[src/rtl/differentiator.sv]
// Comb (differentiator) stage: y[n] = x[n] - x[n-M] over accepted samples.
// The arithmetic is modular two's-complement, so wrap-around in an upstream integrator cancels out.
module differentiator #(
    parameter int I_BW = 8,
    parameter int O_BW = 8,
    parameter int M    = 2
) (
    input  logic                   clk_i,
    input  logic                   rst_i,
    input  logic                   en_i,
    input  logic signed [I_BW-1:0] data_i,
    input  logic                   valid_i,
    output logic signed [O_BW-1:0] data_o,
    output logic                   valid_o
);
    localparam int DW = I_BW + 1;
    localparam int EW = (O_BW > DW) ? O_BW : DW;

    logic                   w_acc;
    logic signed [I_BW-1:0] w_old;
    logic signed [DW-1:0]   w_diff;
    logic signed [O_BW-1:0] w_out;
    logic signed [O_BW-1:0] r_data;
    logic                   r_valid;

    // Sign-extend to the wider of the two widths, then keep the low O_BW bits.
    // This covers both modular truncation and sign extension.
    function automatic logic signed [O_BW-1:0] fit_out(input logic signed [DW-1:0] d);
        logic signed [EW-1:0] ext;
        ext = EW'(d);
        return ext[O_BW-1:0];
    endfunction

    assign w_acc  = en_i && valid_i;
    assign w_diff = DW'(data_i) - DW'(w_old);
    assign w_out  = fit_out(w_diff);

    generate
        if (M == 1) begin : g_single
            logic signed [I_BW-1:0] r_hist;

            assign w_old = r_hist;

            always_ff @(posedge clk_i) begin
                if (rst_i) begin
                    r_hist <= '0;
                end else if (w_acc) begin
                    r_hist <= data_i;
                end
            end
        end else begin : g_ring
            localparam int PW = $clog2(M);

            logic signed [I_BW-1:0] r_hist [M];
            logic [PW-1:0]          r_wp;

            assign w_old = r_hist[r_wp];

            // The pointer wraps by compare so that delays which are not a power of two still cycle 0..M-1.
            always_ff @(posedge clk_i) begin
                if (rst_i) begin
                    for (int k = 0; k < M; k++) begin
                        r_hist[k] <= '0;
                    end
                    r_wp <= '0;
                end else if (w_acc) begin
                    r_hist[r_wp] <= data_i;
                    r_wp         <= (r_wp == PW'(M - 1)) ? '0 : r_wp + 1'b1;
                end
            end
        end
    endgenerate

    always_ff @(posedge clk_i) begin
        if (rst_i) begin
            r_data  <= '0;
            r_valid <= 1'b0;
        end else begin
            r_valid <= w_acc;
            if (w_acc) begin
                r_data <= w_out;
            end
        end
    end

    assign data_o  = r_data;
    assign valid_o = r_valid;

endmodule

[config.mk]
export PLATFORM = sky130hd
export DESIGN_NAME = differentiator
export DESIGN_NICKNAME = d
export VERILOG_FILES = /design/src/rtl/differentiator.sv
export SDC_FILE = /design/constraint.sdc
export NUM_CORES = 1
export LEC_CHECK = 0
export ABC_AREA = 1
export CELL_PAD_IN_SITES_DETAIL_PLACEMENT = 0
export CELL_PAD_IN_SITES_GLOBAL_PLACEMENT = 1
export CORE_MARGIN = 2
export CORE_UTILIZATION = 43
export CTS_CLUSTER_DIAMETER = 60
export CTS_CLUSTER_SIZE = 16
export DETAILED_ROUTE_END_ITERATION = 16
export PLACE_DENSITY_LB_ADDON = 0.1
export SYNTH_ARGS = -nofsm -noshare
export SYNTH_HDL_FRONTEND = slang
export SYNTH_SLANG_ARGS = --single-unit
[constraint.sdc]
create_clock -name clk_i -period 2.8 [get_ports clk_i]
set_clock_uncertainty 0.15 [all_clocks]
set_input_delay 0.7 -clock clk_i [delete_from_list [all_inputs] [get_ports clk_i]]
set_output_delay 0.7 -clock clk_i [all_outputs]
set_load 0.05 [all_outputs]
Word-level counts from Yosys, hierarchy flattened
Memory sizes are Yosys's and may differ from the RTL's. A register that Yosys moved wholly into a read port is not among the register bits.
Cells that the tools add are included.
{"block": "classes", "reduce_logical": 2, "muxes": 11, "n_addsub": 2}
{"op": "$mux W1", "count": 10}
{"op": "$mux W8", "count": 1}
{"op": "$reduce_or A8 Y1", "count": 1}
{"op": "$sub A8 B8 Y8", "count": 1}
{"op": "$add A1 B1 Y1 const B", "count": 1}
{"op": "$logic_and A1 B1 Y1", "count": 1}
{"block": "word_totals", "mem_count": 1, "out_inout_bits": 9, "ramBits": 16, "reg_bits": 10}
{"memory": "g_ring.r_hist", "words": 2, "word_bits": 8, "rd": 1, "rd_ports_with_merged_regs": 1, "write_ports": 2, "line": "54", "source": "logic signed [I_BW-1:0] r_hist [M];"}

Logic depth before layout (Yosys ltp)
{"block": "logic_depth", "depth_word": 6, "depth_mapped": 14}

Worst setup path after synthesis
OpenSTA, ideal clock, no wires.
{"block": "synth_path", "path_type": "input to register", "from": "input data_i[0]", "to": "register r_data[4] (netlist: data_o[4])", "path_slack_ns": 0.728, "setup_ns": 0.120, "stages": 9, "t_arrival_ns": 1.802, "path_cell_list": "inv_1 -> ha_1 -> inv_2 -> fa_1 -> nand2_1 -> nand2_1 -> and2_1 -> xnor2_1 -> a21oi_1"}
{"block": "synth_via", "elab_chain_len": 1}
{"item": "start: declaration", "line": "11", "source": "input logic signed [I_BW-1:0] data_i,"}
{"item": "$sub A8 B8 Y8", "line": "35", "source": "assign w_diff = DW'(data_i) - DW'(w_old);"}
{"item": "end signal: assignment", "line": "81", "source": "r_data <= w_out;"}
{"item": "end: declaration", "line": "23", "source": "logic signed [O_BW-1:0] r_data;"}
No other way between the ends.
A chain may end at the register's enable or synchronous reset.

Worst setup path after layout
{"block": "layout_path", "from": "register r_data[4] (netlist: data_o[4])", "to": "output data_o[4]"}
{"item": "end: declaration", "line": "13", "source": "output logic signed [O_BW-1:0] data_o,"}
No word-level cell between the ends.

==> impl_metrics.yaml <==
drt:
  drt_first_iter_violations: 64
  post_drt_via_cell_ratio: 4.76
  wirelength_mm: 2.71
  drc: 0
  firstDrtPassIters: 4
  via_count: 1062
  ant_nets: 0
  wire_per_inst_um: 12.1
setup_path:
  critical_path.slowest_cell: "clkdlybuf4s50_1"
  cp.arrival_ps: 1520
  cp-end-kind: "primary output"
  r2r_slack_ps: 560
  worstRegToRegCells: 10
  path_class: "reg2out"
  cp_max_fo: 2
  path_cells: "clkdlybuf4s50_1"
  path_buf_inv: 1
  required_ps: 1950
  cp-start-kind: "flop"
  r2r-end: "data_o[4]"
  path_delay_family: "buffers and inverters"
  cp_slowest_stage_delay_ps: 810
sta:
  finalSetupViolCount: 0
  period_needed_ps: 2370
  fin_tns_setup_ps: 0
  rsz0062_at_grt: "no"
  hold_viol: 0
  fin_crit_sh: 0.845
  setup_slack_ps: 434
  fmax_ghz: 0.423
  holdWs_ps: 336
  slew_headroom: 0.620
  drv_slew: 0
  tightest_slew_ps: 570
power_and_ir_drop:
  power.density_nw_per_um2: 502
  ir_worst_vdd_mv: 0.288
  power.total_mw: 0.848
  p_leak_nw: 0.735
place:
  place_area_um2: 1660
  io_buffer_count: 20
  place.gp.congestion: 0.827
  dp_hpwl_mm: 2.07
  dp_cells: 219
  place_worst_setup_slack_ps: 212
final_layout:
  layout.cells.non_filler: 223
  layout-drive-gt1-share: 0.106
  final_core_util: 0.545
  design_area_um2: 1690
  final_common_cell: "nand2_1"
  nNetsFinal: 200
  syn_to_final_growth_pct: 18.6
  antenna_cells: 0
  nFillCells: 304
  layout_common_cells: "nand2_1, clkdlybuf4s50_1, inv_1, nor2_1, edfxtp_1"
hold_path:
  hp-start: "data_o[1]"
  holdPathStages: 2
  holdPathEnd: "data_o[1]"
  min_path_type: "reg2reg"
clock_network:
  cts_hold_buf: 0
  clock_latency_ps: 330
  clock_sinks: 27
  cts_max_level: 1
  cts_tree: "built"
  postCtsSetupRepairBufs: 0
  numCtsBuffers: 3
  cts.clk_slew.worst_paths_ps: 150
  post_cts_resize_count: 0
  clock_path_buffers: 2
  clockRootBuffer: "clkbuf_4"
status:
  status: "completed"
grt:
  antenna_found_initial: 0
  grt_pass1_wl_mm: 4.60
  gr-usage-met1: 0.211
  grt_pass1_vias: 1062
  grt_most_used_layer: "met2"
  grt_util_met3: 0.0210
  grt_overflow: 0
  grt_use_total: 0.170
  grt_max_degree: 17
  use_met2: 0.295
synth:
  yosysWarnings: 0
  syn_area_per_cell_um2: 9.08
  syn-num-nets: 177
  synth-seq-cells: 27
  synthesis.area_um2: 1430
  synth_cells: 157
  synthDistinctLibCells: 25
  seq_area_frac_synth: 0.492
die:
  die_y_um: 61.6
  io_pins: 21
  core_um2: 3100
  die-area_um2: 3790
  initial_core_util: 0.459
  rows: 20
  die_x_um: 61.6
job:
  cap_violations: 0
==> power by group <==
group / total [mW] / switching (mW) / leakage (nW) / internal [mW]
sequential: 0.459 / 0.0140 / 0.257 / 0.445
clock: 0.176 / 0.121 / 0.0139 / 0.0546
combinational: 0.213 / 0.128 / 0.464 / 0.0855
total: 0.848 / 0.263 / 0.735 / 0.585
==> Yosys cell counts <==
| cell | n | area [µm²] |
|---|---|---|
| inv_4 | 2 | 12.5 |
| ha_1 | 7 | 87.6 |
| nand3b_1 | 2 | 15.0 |
| edfxtp_1 | 16 | 480 |
| o21ai_1 | 2 | 10.0 |
| dfxtp_1 | 11 | 220 |
| nand3_1 | 11 | 55.1 |
| inv_1 | 19 | 71.3 |
| nor2_2 | 7 | 43.8 |
| inv_2 | 1 | 3.75 |
| nor2_1 | 16 | 60.1 |
| xor2_1 | 1 | 8.76 |
| buf_2 | 1 | 5.00 |
| and2_1 | 1 | 6.26 |
| a21oi_1 | 5 | 25.0 |
| a21oi_4 | 1 | 16.3 |
| buf_6 | 2 | 22.5 |
| or2_1 | 2 | 12.5 |
| mux2i_1 | 6 | 60.1 |
| o21ai_0 | 4 | 20.0 |
| nand2_1 | 34 | 128 |
| fa_1 | 1 | 20.0 |
| nor2_4 | 1 | 11.3 |
| nand2_2 | 2 | 12.5 |
| xnor2_1 | 2 | 17.5 |
==> metal layers <==
metal / routed length [µm] / up-vias / share of wire
met4: 44 / 0 / 0.016
met3: 100 / 4 / 0.037
li1: - / 546 / -
met2: 1280 / 18 / 0.47
met1: 1280 / 494 / 0.47
met5: 0 / - / 0
==> registers in the layout, summed over array words and instances (netlist names), named ones only <==
signal,cells
data_o,8
g_ring.r_wp,1
valid_o,1
g_ring.r_hist,16
==> worst max-delay path by stage <==
stage / start / endpoint / slack (ps) / cells past startpoint
after global placement: data_i[0] / data_o[4] / 220 / 10
after floorplan: data_i[0] / data_o[4] / 730 / 9
after detailed placement: data_i[0] / data_o[4] / 210 / 10
after CTS: data_o[4] / data_o[4] / 420 / 1
after global routing: data_o[4] / data_o[4] / 380 / 1
final: data_o[4] / data_o[4] / 430 / 1
==> cell families (layout without fill, tap and decap cells) <==
logic type      after synthesis  in the layout  synth area share
mux                           6              6            0.0421
flops                        27             27             0.492
buf+inv                      25             47            0.0808
simple gates                 76             76             0.241
compound gates               12             12            0.0500
fa+ha+maj                     8              8            0.0755
xor+xnor                      3              3            0.0184
==> layout make-up <==
| cell class | instances | area, µm² | area share |
|---|---|---|---|
| clock buffers | 3 | 22.5 | 0.0133 |
| clock inverters | 1 | 7.51 | 0.00444 |
| inverters | 22 | 87.6 | 0.0518 |
| multi-input cells | 105 | 609 | 0.360 |
| flip-flops and latches | 27 | 701 | 0.415 |
| well taps | 44 | 55.1 | 0.0326 |
| repair buffers | 21 | 208 | 0.123 |
Note: power is estimated with default switching activity, not from simulation.
